### src/rtl/serial_subtractor.sv
// serial_subtractor: multi-cycle subtract/add over WIDTH bits, BITS_PER_CYCLE bits per clock,
// least-significant slice first, with a start/busy/done handshake.
//
// Ports:
//   clk    rising-edge clock
//   rst_n  synchronous active-low reset (clears state and all outputs, aborts a run)
//   start  request; sampled only while idle
//   mode   0 = a - b - bin, 1 = a + b + bin (latched with start)
//   a, b   operands (latched with start)
//   bin    borrow-in / carry-in (latched with start)
//   busy   operation in progress
//   done   one-cycle completion pulse
//   diff   result, updated only at completion
//   bout   borrow-out (sub) / carry-out (add), updated only at completion
//   zero   diff == 0, updated only at completion
module serial_subtractor #(
  parameter int unsigned WIDTH          = 8,
  parameter int unsigned BITS_PER_CYCLE = 1
) (
  input  logic             clk,
  input  logic             rst_n,
  input  logic             start,
  input  logic             mode,
  input  logic [WIDTH-1:0] a,
  input  logic [WIDTH-1:0] b,
  input  logic             bin,
  output logic             busy,
  output logic             done,
  output logic [WIDTH-1:0] diff,
  output logic             bout,
  output logic             zero
);

  if (WIDTH < 1 || BITS_PER_CYCLE < 1 || (WIDTH % BITS_PER_CYCLE) != 0) begin : g_param_check
    $fatal(1, "serial_subtractor: BITS_PER_CYCLE must be >= 1 and divide WIDTH");
  end

  localparam int unsigned N    = WIDTH / BITS_PER_CYCLE;
  localparam int unsigned CntW = (N > 1) ? $clog2(N) : 1;
  localparam logic [CntW-1:0] LastCnt = CntW'(N - 1);

  typedef enum logic [0:0] {StIdle, StRun} state_e;

  state_e              state_q;
  logic [WIDTH-1:0]    a_q;
  logic [WIDTH-1:0]    b_q;
  logic [WIDTH-1:0]    res_q;
  logic                mode_q;
  logic                cy_q;
  logic [CntW-1:0]     cnt_q;

  logic [BITS_PER_CYCLE-1:0] slice;
  logic                      cy_next;
  logic                      cy_tmp;
  logic [WIDTH-1:0]          res_next;

  // Operands are shifted right each RUN cycle, so the current slice always sits in the low bits.
  // The result buffer fills from the top, so after N slices it holds the full result in place.
  always_comb begin
    cy_tmp = cy_q;
    slice  = '0;
    for (int i = 0; i < BITS_PER_CYCLE; i++) begin
      slice[i] = a_q[i] ^ b_q[i] ^ cy_tmp;
      if (mode_q) begin
        cy_tmp = (a_q[i] & b_q[i]) | ((a_q[i] ^ b_q[i]) & cy_tmp);
      end else begin
        cy_tmp = (~a_q[i] & b_q[i]) | (~(a_q[i] ^ b_q[i]) & cy_tmp);
      end
    end
    cy_next  = cy_tmp;
    res_next = (res_q >> BITS_PER_CYCLE) | (WIDTH'(slice) << (WIDTH - BITS_PER_CYCLE));
  end

  always_ff @(posedge clk) begin
    if (!rst_n) begin
      state_q <= StIdle;
      a_q     <= '0;
      b_q     <= '0;
      res_q   <= '0;
      mode_q  <= 1'b0;
      cy_q    <= 1'b0;
      cnt_q   <= '0;
      busy    <= 1'b0;
      done    <= 1'b0;
      diff    <= '0;
      bout    <= 1'b0;
      zero    <= 1'b0;
    end else begin
      done <= 1'b0;
      unique case (state_q)
        StIdle: begin
          if (start) begin
            a_q     <= a;
            b_q     <= b;
            mode_q  <= mode;
            cy_q    <= bin;
            res_q   <= '0;
            cnt_q   <= '0;
            busy    <= 1'b1;
            state_q <= StRun;
          end
        end
        StRun: begin
          a_q   <= a_q >> BITS_PER_CYCLE;
          b_q   <= b_q >> BITS_PER_CYCLE;
          cy_q  <= cy_next;
          res_q <= res_next;
          cnt_q <= cnt_q + 1'b1;
          if (cnt_q == LastCnt) begin
            diff    <= res_next;
            bout    <= cy_next;
            zero    <= (res_next == '0);
            done    <= 1'b1;
            busy    <= 1'b0;
            state_q <= StIdle;
          end
        end
        default: state_q <= StIdle;
      endcase
    end
  end

endmodule

### config.mk
export PLATFORM = sky130hd
export DESIGN_NAME = serial_subtractor
export DESIGN_NICKNAME = d
export VERILOG_FILES = /design/src/rtl/serial_subtractor.sv
export SDC_FILE = /design/constraint.sdc
export NUM_CORES = 1
export LEC_CHECK = 0
export ABC_AREA = 1
export CORE_MARGIN = 3
export CORE_UTILIZATION = 48
export CTS_BUF_LIST = sky130_fd_sc_hd__clkbuf_8
export CTS_CLUSTER_DIAMETER = 80
export DETAILED_ROUTE_END_ITERATION = 8
export PLACE_DENSITY_LB_ADDON = 0.1
export SYNTH_ARGS = -nofsm -noshare
export SYNTH_HDL_FRONTEND = slang
export SYNTH_SLANG_ARGS = --single-unit
export TNS_END_PERCENT = 50
### constraint.sdc
create_clock -name clk -period 1.3 [get_ports clk]
set_input_delay 0.325 -clock clk [delete_from_list [all_inputs] [get_ports clk]]
set_output_delay 0.325 -clock clk [all_outputs]
set_load 0.05 [all_outputs]
==> results of run 1 <==
==> layer usage <==
layer / routed length [um] / part of all wire [%] / track usage [%]
met4: 64 / 1.7 / 7.614
met1: 1712 / 46 / 23.32
met2: 1779 / 48 / 30.61
met3: 183 / 4.9 / 4.722
met5: 0 / 0 / 0
==> state kept, by name (all words and copies together), names as in the netlist, 3 cells and up <==
signal / cells
res_q: 7
b_q: 8
cnt_q: 3
diff: 8
a_q: 8
==> per-stage QoR <==
stage	setup TNS, ps	utilization, %
global route	-166.9	72.70
global placement	-5443	67.07
finish	-1.199	72.70
detailed placement	-5934	67.07
CTS	-10.23	71.03
floorplan	0	-
==> cells in the final DEF (no fill, tap or decap), types with 4 or more instances in the layout <==
cell type and count:
sky130_fd_sc_hd__a21oi_1 13, sky130_fd_sc_hd__buf_12 13, sky130_fd_sc_hd__buf_4 15, sky130_fd_sc_hd__clkbuf_8 5
sky130_fd_sc_hd__clkdlybuf4s50_1 19, sky130_fd_sc_hd__dfxtp_1 35, sky130_fd_sc_hd__dfxtp_2 6, sky130_fd_sc_hd__inv_1 19
sky130_fd_sc_hd__inv_2 6, sky130_fd_sc_hd__nand2_1 108, sky130_fd_sc_hd__nand3_1 16, sky130_fd_sc_hd__nor2_1 7
sky130_fd_sc_hd__nor2_4 4
==> timing repair <==
action                                  4_1_cts  5_1_grt
buffers inserted                              0        2
cloned                                        0        2
pin swaps                                     1        6
endpoints found under the setup margin        2       29
gates resized for setup                       3       10
==> worst min-delay path by stage <==
stage,slack [ps],end,depth (start not counted),startpoint
after floorplan,420,b_q[0],2,rst_n
after global placement,450,cnt_q[2],2,cnt_q[2]
after detailed placement,450,b_q[7],2,b_q[7]
after CTS,470,b_q[7],2,b_q[7]
after global routing,480,cnt_q[1],2,cnt_q[1]
final,470,b_q[7],2,b_q[7]
==> cell families (layout without fill, tap and decap cells) <==
family | after synthesis | count (layout) | synth area share, %
simple gates | 141 | 143 | 34.90
flops | 41 | 41 | 46.72
buf+inv | 34 | 82 | 9.401
compound gates | 17 | 17 | 5.271
fa+ha+maj | 4 | 4 | 3.704
==> where the power goes <==
part / internal, W / leakage [nW] / switching (W)
logic: 0.000175 / 0.792 / 0.000175
clock network: 0.000763 / 0.0681 / 0.000444
registers: 0.00130 / 0.336 / 0.0000333
total: 0.00224 / 1.20 / 0.000653
==> cell type report <==
cell class	count	area (sq um)	area share, %
inverter	25	93.84	3.750
multi-input combinational	164	802.0	32.05
timing repair buffer	49	586.8	23.45
clock inverter	3	65.06	2.600
clock buffer	5	68.82	2.750
tap	46	57.56	2.300
sequential	41	828.3	33.10
==> tightest hold or removal path, stage by stage, from the launching register on <==
cell and delay (ps):
sky130_fd_sc_hd__dfxtp_1 310, sky130_fd_sc_hd__nand2_1 60, sky130_fd_sc_hd__a21oi_1 50
==> results.md, run 1 <==
- The number of hold buffers added after CTS was 0.
- The top flip-flop cell by instance count after synthesis is sky130_fd_sc_hd__dfxtp_1.
- Static timing analysis puts the maximum clock frequency at 0.7685 GHz.
- The area of the die is 4422 sq um.
- The clock passes through at most 2 buffers.
- In this design, the largest share of critical-path delay is due to adder cells.
- Setup slack on the worst reg-to-reg path comes out at -1 ps.
- The combined area of all synthesized cells is 1757 sq um.
- The run finished, with violations left.
- The checks that failed: negative setup slack.
- The path class of the tightest hold or removal check is reg2reg.
- The fill cell instance count of the final layout is 274.
- The number of global-route vias before repair is 1,438.
- The count of yosys warnings during synthesis is 0.
- The total detailed-routing wirelength is 3740 um.
- The H-tree generated during clock tree synthesis spans 2 levels.
- The count of antenna diodes in the layout is 0.
- By instance count, the leading cell after synthesis is sky130_fd_sc_hd__nand2_1.
- The I/O pin total is 33.
- For this configuration, the core starts out at a cell density of 51.04%.
- Summing internal, switching and leakage power gives 0.002891 W.
- The worst register-to-register path begins at a_q[0].
- In this run the cell area measured after placement is 2308 sq um.
- The number of port buffers is 32.
- The first global-routing pass estimated 6334 um of wire.
- The worst-case clock skew is 6.078 ps.
- Setup repair after global routing could not meet its margin everywhere.
- The analysis attributes to cell leakage a power of 1.196 nW.
- The number of max-cap violations is 0.
- The number of antenna violations at the first check in global routing is 0.
- The library cell appearing most often on the critical path is sky130_fd_sc_hd__nand2_1.
- The overall die height is 66.50 um.
- The number of synthesized register bits is 41.
- Sorting the synthesized cells by area gives the leading types as sky130_fd_sc_hd__dfxtp_1 (47%), sky130_fd_sc_hd__nand2_1 (23%), sky130_fd_sc_hd__nand3_1 (4.6%).
- Power spread over the standard cell area amounts to 1155 nW/um^2.
- The final max-slew violation count is 0.
- Counting cells, the worst reg-to-reg path comes to 6.
- The portion of synthesized cell area occupied by the leading cell type is 46.72%.
- The critical path required time is 1500 ps.
- Sorting the synthesized cells by how often they occur yields sky130_fd_sc_hd__nand2_1 (108), sky130_fd_sc_hd__dfxtp_1 (41), sky130_fd_sc_hd__inv_1 (20), sky130_fd_sc_hd__nand3_1 (16), sky130_fd_sc_hd__a21oi_1 (13).
- The slack of the critical path is -1.199 ps.
- The start point of the critical path is a_q[0].
- The placeable core area is 3442 sq um.
- The worst slew margin relative to its limit is 83.48%.
- The largest net degree at the start of global routing is 22.
- The highest cell delay on the worst timing path is 590 ps.
- In this run, the number of DRC markers left after iteration 0 of detailed routing was 93.
- For this run, design rule violations remaining after detail routing come to 0.
- The number of endpoints with negative hold slack in the final report is 0.
- Of the cells placed in the final design, the portion with a size suffix greater than 1 is 22.30%.
- The number of nets handed over by synthesis was 262.
- At the worst endpoint, the arrival time is 1500 ps.
- The time the worst path needs with I/O delays and setup is 1301 ps.
- The worst-path maximum fanout is 3.
- Counting both buffers and inverters, the worst setup path holds a total of 0.
- The weighted congestion reported at the end of routability-driven placement is 0.7836.
- After technology mapping, the gate count stands at 237.
- Row generation in the floorplan step produced 21 rows.
- The clock buffer count from CTS is 5.
- At the later pin of the worst-skew pair, clock insertion delay measures 300 ps.
- The growth of design area from synthesis to finish is 42.45%.
- The first detailed-routing pass ran for 4 iterations.
- After clock tree synthesis, the clock-pin slew on the worst setup and hold paths is 80 ps.
- Setup violations remaining at the end of the flow were counted as 1.
- The number of vias in the routed layout is 1,594.
- The cell total after placement is 321.
- OpenSTA, run right after detailed placement, puts the worst setup slack at -243.1 ps.
- The aggregate global routing overflow is 0.
- The worst-case IR drop observed on VDD is 0.001138 V.
- The net count reported at finish is 311.
- The critical path goes through fa_1 > nor2_1 > nand2_1 > nor2_2 > nand2_1 > nand2_1.
- The synthesized area per cell is 7.412 sq um.
- The critical path runs through a total of 6 cells.
- STA classifies the critical path startpoint as a flop.
- The detail route stage leaves a number of antenna-violating nets equal to 0.
- The average wire per cell in the routed design is 11.23 um.
- The die is 66.50 um wide.
- The tree is rooted in a sky130_fd_sc_hd__clkbuf_8.
- The post-route fraction of the period consumed by the critical path is 100.1%.
- The design area is 2502 sq um.
- In the routed layout, each cell is associated on average with a via count of 4.787.
- The total track usage is 18.70%.
- The synthesized netlist contains 20 unique library cells.
- On the critical path, the stage with the largest delay is an instance of sky130_fd_sc_hd__fa_1.
- The tightest hold path in the finished design has a slack of 467.0 ps.
- The worst flop-to-flop path endpoint is zero.
- Counting every sink on the clock net gives 41.
- Detailed placement finished with a half-perimeter wire length of 2553 um.
- The sequential area share after synthesis is 46.72%.
- The post-route non-filler standard cell count is 333.
- The count of flip-flops with a built-in enable after synthesis is 0.
- sky130_fd_sc_hd__dfxtp_1 takes more of the synthesized area than any other cell.
- Following the worst setup path forward leads to its endpoint at zero.
- TritonCTS built the clock tree.
- The category of the worst setup path capture point is a flop.
- The measured slew at the worst slew-check pin is 247.1 ps.
- For this run, asynchronously set or reset flops after synthesis account for 0%.
- The setup path with the least slack is of type reg2reg.
Power figures use the tool's default switching activity.
==> inputs of run 2 (changes only) <==
--- a/config.mk
+++ b/config.mk
@@ -6,10 +6,10 @@
 export NUM_CORES = 1
 export LEC_CHECK = 0
 export ABC_AREA = 1
+export CAP_MARGIN = 0
 export CORE_MARGIN = 3
 export CORE_UTILIZATION = 48
 export CTS_BUF_LIST = sky130_fd_sc_hd__clkbuf_8
-export CTS_CLUSTER_DIAMETER = 80
 export DETAILED_ROUTE_END_ITERATION = 8
 export PLACE_DENSITY_LB_ADDON = 0.1
 export SYNTH_ARGS = -nofsm -noshare
==> results of run 2 <==
Final layout, timing and power as in run 1 (identical DEF).
==> inputs of run 3 (changes only) <==
--- a/config.mk
+++ b/config.mk
@@ -8,9 +8,10 @@
 export ABC_AREA = 1
 export CAP_MARGIN = 0
 export CORE_MARGIN = 3
-export CORE_UTILIZATION = 48
+export CORE_UTILIZATION = 58
 export CTS_BUF_LIST = sky130_fd_sc_hd__clkbuf_8
 export DETAILED_ROUTE_END_ITERATION = 8
+export DONT_BUFFER_PORTS = 1
 export PLACE_DENSITY_LB_ADDON = 0.1
 export SYNTH_ARGS = -nofsm -noshare
 export SYNTH_HDL_FRONTEND = slang
==> results.md, run 3 (synthesis results as in run 1) <==
- The clock transition at the registers of the reported paths came to 80 ps (about the same).
- The initial cell density of the core is 62.10% (was 51.04%).
- The measured slew at the worst slew-check pin is 506.8 ps (was 247.1 ps).
- The worst hold margin came to 124.6 ps (was 467.0 ps).
- The number of hold buffers added after cts is 0 (unchanged).
- The largest net degree at the start of global routing is 19 (was 22).
- The worst-case clock skew came to 3.505 ps (was 6.078 ps).
- The maximum clock frequency is 0.7687 GHz (was 0.7685 GHz).
- The I/O pin total came to 33 (unchanged).
- The weighted congestion reported at the end of routability-driven placement is 0.7544 (was 0.7836).
- The count of antenna diodes in the layout is 0 (unchanged).
- The worst-case clock buffer depth was 2 (unchanged).
- The design area is 2037 sq um (was 2502 sq um).
- The DRC violation count after routing was 0 (unchanged).
- The total cell area at the placement stage is 1857 sq um (was 2308 sq um).
- The detail-routed via count per cell is 5.185 (was 4.787).
- The final max-slew violation count is 0 (unchanged).
- Status: finished, violations left (unchanged).
- RSZ-0062 raised after global routing: yes (unchanged).
- The worst flop-to-flop path endpoint is zero (unchanged).
- The cell total after placement is 275 (was 321).
- The post-route fraction of the period consumed by the critical path was 100.1% (about the same).
- The area of the die came to 3725 sq um (was 4422 sq um).
- The clock buffer count from CTS is 5 (unchanged).
- The category of the most critical setup path is reg2reg (unchanged).
- The placement row count was 19 (was 21).
- The aggregate global routing overflow was 0 (unchanged).
- The slack of the critical path is -0.8690 ps (was -1.199 ps).
- Commonest non-fill, non-tap cells in the layout: sky130_fd_sc_hd__nand2_1 (107), sky130_fd_sc_hd__dfxtp_1 (33), sky130_fd_sc_hd__inv_1 (19) (was sky130_fd_sc_hd__nand2_1 (108), sky130_fd_sc_hd__dfxtp_1 (35), sky130_fd_sc_hd__inv_1 (19), sky130_fd_sc_hd__clkdlybuf4s50_1 (19), sky130_fd_sc_hd__nand3_1 (16)).
- The post-route non-filler standard cell count is 286 (was 333).
- The total number of clock tree sinks came to 41 (unchanged).
- The placeable core area is 2829 sq um (was 3442 sq um).
- Failing checks: negative setup slack (unchanged).
- The net count reported at finish was 279 (was 311).
- The die extent in x is 61.04 um (was 66.50 um).
- The number of antenna violations at the first check in global routing is 0 (unchanged).
- The register-to-register setup slack is -0.9 ps (was -1 ps).
- The total chip power came to 0.002644 W (was 0.002891 W).
- The worst-case vdd ir drop is 0.001278 V (was 0.001138 V).
- The clock root buffer is sky130_fd_sc_hd__clkbuf_8 (unchanged).
- The number of DRC markers after the initial detailed-route iteration is 92 (was 93).
- The total leakage power was 1.003 nW (was 1.196 nW).
- The leading cell type in the layout, fill and taps excluded is sky130_fd_sc_hd__nand2_1 (unchanged).
- The path category of the worst min-delay check is in2reg (was reg2reg).
- The detailed-router iteration count before antenna repair is 4 (unchanged).
- Largest registers ranked by flip-flop count: a_q (8), b_q (8), diff (8) (unchanged).
- The number of port buffers is 0 (was 32).
- The startpoint of the lowest-slack register-to-register path is cy_q (was a_q[0]).
- The fill cell instance count of the final layout was 231 (was 274).
- The cell depth of the worst flop-to-flop path is 7 (was 6).
- The overall die height is 61.04 um (was 66.50 um).
- The worst slack at placement is -41.68 ps (was -243.1 ps).
- The power density over the cells is 1298 nW/um^2 (was 1155 nW/um^2).
- The worst slew margin relative to its limit is 66.17% (was 83.48%).
- The total detailed-routing wirelength is 3577 um (was 3740 um).
- The post-detailed-route count of antenna-violating nets came to 0 (unchanged).
- The startpoint class of the critical path is a flop (unchanged).
- The worst-path maximum fanout was 3 (unchanged).
- The deepest level of the CTS H-tree is 2 (unchanged).
- The number of vias in the routed layout is 1,483 (was 1,594).
- The number of endpoints with negative hold slack in the final report is 0 (unchanged).
- The fraction of layout cells with a size suffix above 1 is 21.57% (was 22.30%).
- The start point of the critical path is cy_q (was a_q[0]).
- The clock latency reported for the late side of the worst-skew pair came to 300 ps (about the same).
- The final count of negative-setup-slack endpoints is 1 (unchanged).
- The first-pass GRT wire length came to 5892 um (was 6334 um).
- The average wire per cell in the routed design came to 12.51 um (was 11.23 um).
- The number of global-route vias before repair is 1,447 (was 1,438).
- The arrival time at the worst endpoint is 1550 ps (was 1500 ps).
- The time the worst path needs with I/O delays and setup is 1301 ps (about the same).
- The critical path required time is 1540 ps (was 1500 ps).
- The end of the critical path is zero (unchanged).
- The TritonCTS clock tree was built (unchanged).
- The growth of design area from synthesis to finish is 15.95% (was 42.45%).
- The category of the worst setup path capture point is a flop (unchanged).
- The total track usage came to 21.63% (was 18.70%).
- The number of max-cap violations is 0 (unchanged).
- The half-perimeter wire length after placement is 2418 um (was 2553 um).
[run 3: cell types whose count changed in the layout (fill, tap and decap cells not counted), moves of 2 or more]
cell | before | now
sky130_fd_sc_hd__dfxtp_1 | 35 | 33
sky130_fd_sc_hd__clkdlybuf4s50_1 | 19 | 0
sky130_fd_sc_hd__dfxtp_2 | 6 | 8
sky130_fd_sc_hd__buf_12 | 13 | 1
[run 3: what timing repair did]
action / 4_1_cts / 5_1_grt
pin swaps: 1 / 9
cloned: 1 / 1
resized for setup: 2 / 14
endpoints found under the setup margin: 13 / 17
setup buffers: 1 / 0
[run 3: final cells by class]
| type | count | area, sq um | area share (%) |
|---|---|---|---|
| sequential | 41 | 830.8 | 40.79 |
| multi-input combinational | 164 | 809.5 | 39.74 |
| timing repair buffer | 17 | 143.9 | 7.064 |
| inverter | 25 | 93.84 | 4.607 |
| clock buffer | 6 | 82.58 | 4.054 |
| tap | 31 | 38.79 | 1.904 |
| clock inverter | 2 | 37.54 | 1.843 |
[run 3: worst min-delay path by stage]
| stage | from | to | slack (ps) | depth (start not counted) |
|---|---|---|---|---|
| floorplan | rst_n | b_q[0] | 420 | 2 |
| global placement | rst_n | b_q[5] | 420 | 2 |
| detailed placement | rst_n | a_q[1] | 430 | 2 |
| CTS | rst_n | a_q[1] | 120 | 2 |
| global route | rst_n | b_q[4] | 120 | 2 |
| finish | rst_n | a_q[1] | 120 | 2 |
[run 3: worst max-delay path, stage by stage, from the launching register on]
cell                      delay, ps
sky130_fd_sc_hd__dfxtp_2        340
sky130_fd_sc_hd__inv_2           40
sky130_fd_sc_hd__fa_1           480
sky130_fd_sc_hd__nor2_1         120
sky130_fd_sc_hd__nand2_1         60
sky130_fd_sc_hd__nor2_1          90
sky130_fd_sc_hd__nand2_1         60
sky130_fd_sc_hd__nand2_1         70
[run 3: metal layers]
metal / global-route usage [%] / vias up / part of all wire, %
met3: 10.27 / 8 / 8.6
met2: 34.89 / 48 / 49
met4: 8.359 / 0 / 1.7
met5: 0 / - / 0
li1: - / 756 / -
met1: 24.84 / 671 / 41
[run 3: report_power, final]
part	total, W	leakage, nW	switching (W)	internal, W
logic	0.000244	0.608	0.000147	0.0000964
clock network	0.00107	0.0574	0.000446	0.000624
registers	0.00133	0.337	0.0000294	0.00130
total	0.00264	1.00	0.000622	0.00202
[run 3: stage by stage]
stage | utilization (%) | setup TNS [ps]
floorplan | - | 0
global placement | 65.63 | 0
detailed placement | 65.63 | -88.28
CTS | 70.46 | 0
global route | 72.00 | -159.7
finish | 72.00 | -0.8690
==> patch (config.mk and constraints of run 1) <==
Make the reset (`rst_n`) asynchronous in one clocked block. Comments in the files are not updated.
--- a/src/rtl/serial_subtractor.sv
+++ b/src/rtl/serial_subtractor.sv
@@ -73,3 +73,3 @@
 
-  always_ff @(posedge clk) begin
+  always_ff @(posedge clk or negedge rst_n) begin
     if (!rst_n) begin
Function: differs if rst_n is asserted again (counterexample within 4 cycles, from zero or initial values and one cycle with rst_n low); with rst_n held inactive, the same outputs for 10 cycles.
==> patch against run 1 <==
Non-clock buffer count fell by 6; die area fell by 1.5%; critical path type unchanged; largest cell class unchanged; critical endpoint is now cy_q; wire length is 10% lower; global-route usage decreased by 1.1 points; worst setup slack improved by 0.0017 ns; design area shrank 4.2%; sequential cell count unchanged; synthesized area is 1.6% lower; count of clock-buffer cells in the layout unchanged; utilization shrank 2.0 points.
Power is not compared: it rests on default switching activity, and its combinational part moved more than twofold at a synthesized area within 25%.
==> patch: results (changes against run 1) <==
[drt]
drt_iter0_drc=49  ; -47%
dr.pass1.iters=4  ; unchanged
dr_total_vias=1321  ; -17%
wire_per_inst_um=12.5  ; +11%

[cells_and_area]
num_antenna_cells=0  ; unchanged
fin_nets=248  ; -20%
drive_gt1_frac=0.183  ; -0.0400
top_regs=a_q x8, b_q x8, diff x8
layoutNonFillerInstCount=270  ; -19%

[setup_path]
path_max_fanout=2  ; -1
arrival_ns=1.47  ; -0.03 ns

[clock_tree]
worstSkewPairLatency_ns=0.29
clk_pin_slew_worst_paths_ns=0.07
root_buffer=clkbuf_8

[placement]
dp.cells=259  ; -19%
dp_hpwl_um=2460  ; -3.7%
gp_congestion=0.791  ; +0.94%
place_area_um2=2270  ; -1.7%

[synthesis]
synthTopCellsByCount=nand2_1 (63), dfrtp_1 (41), nand3_1 (14)
synth_cell_type_count=22  ; +10%
netlist_top_cells_area=dfrtp_1 (59%), nand2_1 (14%), nand3_1 (4.1%)
synthArstFlopShare=1.00  ; +1.00
ys.flop_type=dfrtp_1
syn_inst=178  ; -25%
synth_nets=203  ; -23%
yosysTopAreaCellShare=0.594  ; +0.127

[power_and_ir_drop]
ir_worst_vdd_mv=1.11

[run_status]
outcome=completed

[sta]
worst_clock_skew_ns=0.00550  ; -0.000577 ns
setup_violations=0  ; -1
worstMarginPinSlew_ns=0.255  ; +0.00803 ns

[grt]
grt_pass1_vias=1377  ; -4.2%
track_usage=0.176  ; -0.0115
grt_max_degree=42  ; +91%
grt_first_pass_wirelength_um=5780  ; -8.8%

[worst_hold_path]
min_path_type=in -> async

[patch: path summary, 6_finish.rpt]
check                      startpoint  endpoint  slack, ns  cells past startpoint
setup / recovery               b_q[0]      cy_q     0.0005                      6
hold / removal                  rst_n  res_q[1]      0.003                      2
setup reg to reg               b_q[0]      cy_q     0.0005                      6
hold reg to reg                b_q[7]    b_q[7]       0.49                      2
max in group asynchronous       rst_n      busy       1.10                      2
min in group clk               b_q[7]    b_q[7]       0.49                      2
[patch: kinds of logic (layout without fill, tap and decap cells)]
family | count (synthesis) | in the layout | synth area share
compound gates | 24 | 24 | 0.0833
fa+ha+maj | 4 | 4 | 0.0377
buf+inv | 20 | 66 | 0.0623
flops | 41 | 41 | 0.594
simple gates | 89 | 89 | 0.223
[patch: power by group through the flow]
| stage | combinational [mW] | clock, mW | sequential [mW] |
|---|---|---|---|
| 2_1_floorplan | 1.14 | 0 | 2.59 |
| 3_3_place_gp | 2.64 | 0 | 2.18 |
| 3_5_place_dp | 2.71 | 0 | 2.20 |
| 4_1_cts | 2.73 | 0.779 | 2.18 |
| 5_1_grt | 3.09 | 0.838 | 2.25 |
| 6_report | 2.83 | 0.757 | 2.18 |
[patch: what timing repair did]
item                       CTS  global route
setup endpoints to repair    4            12
buffers inserted             0             2
cloned                       0             1
hold buffers                 0             0
gates resized for setup      3             9
pin swaps                    0             2
[patch: layer usage]
metal / track usage / up-vias / wire, um
met5: 0 / - / 0
met4: 0.0812 / 0 / 79
met3: 0.0493 / 10 / 170
met2: 0.308 / 30 / 1760
met1: 0.196 / 620 / 1360
li1: - / 661 / -
[patch: through the flow]
stage / hold slack (ns) / utilization / setup WS (ns) / total power, mW
finish: 0.00281 / 0.707 / 0.000472 / 5.77
global placement: 0.310 / 0.669 / -0.104 / 4.82
floorplan: 0.0294 / - / 0.0600 / 3.73
global route: 0.00826 / 0.707 / -0.0648 / 6.18
CTS: 0.00294 / 0.693 / -0.0165 / 5.69
detailed placement: 0.313 / 0.669 / -0.140 / 4.92
[patch: final cells by class]
cell class	instances	area (um2)
timing repair buffer	43	561
clock inverter	3	11.3
inverter	15	58.8
fill	260	992
clock buffer	5	68.8
multi-input combinational	117	614
sequential	41	1030
tap	46	57.6
[patch: critical path, stage by stage, from the launching register on]
cell and delay (ns):
dfrtp_1 0.39, buf_4 0.14, fa_1 0.38, nand2_1 0.08
o21ai_2 0.06, nand2_1 0.05, nand3_1 0.07
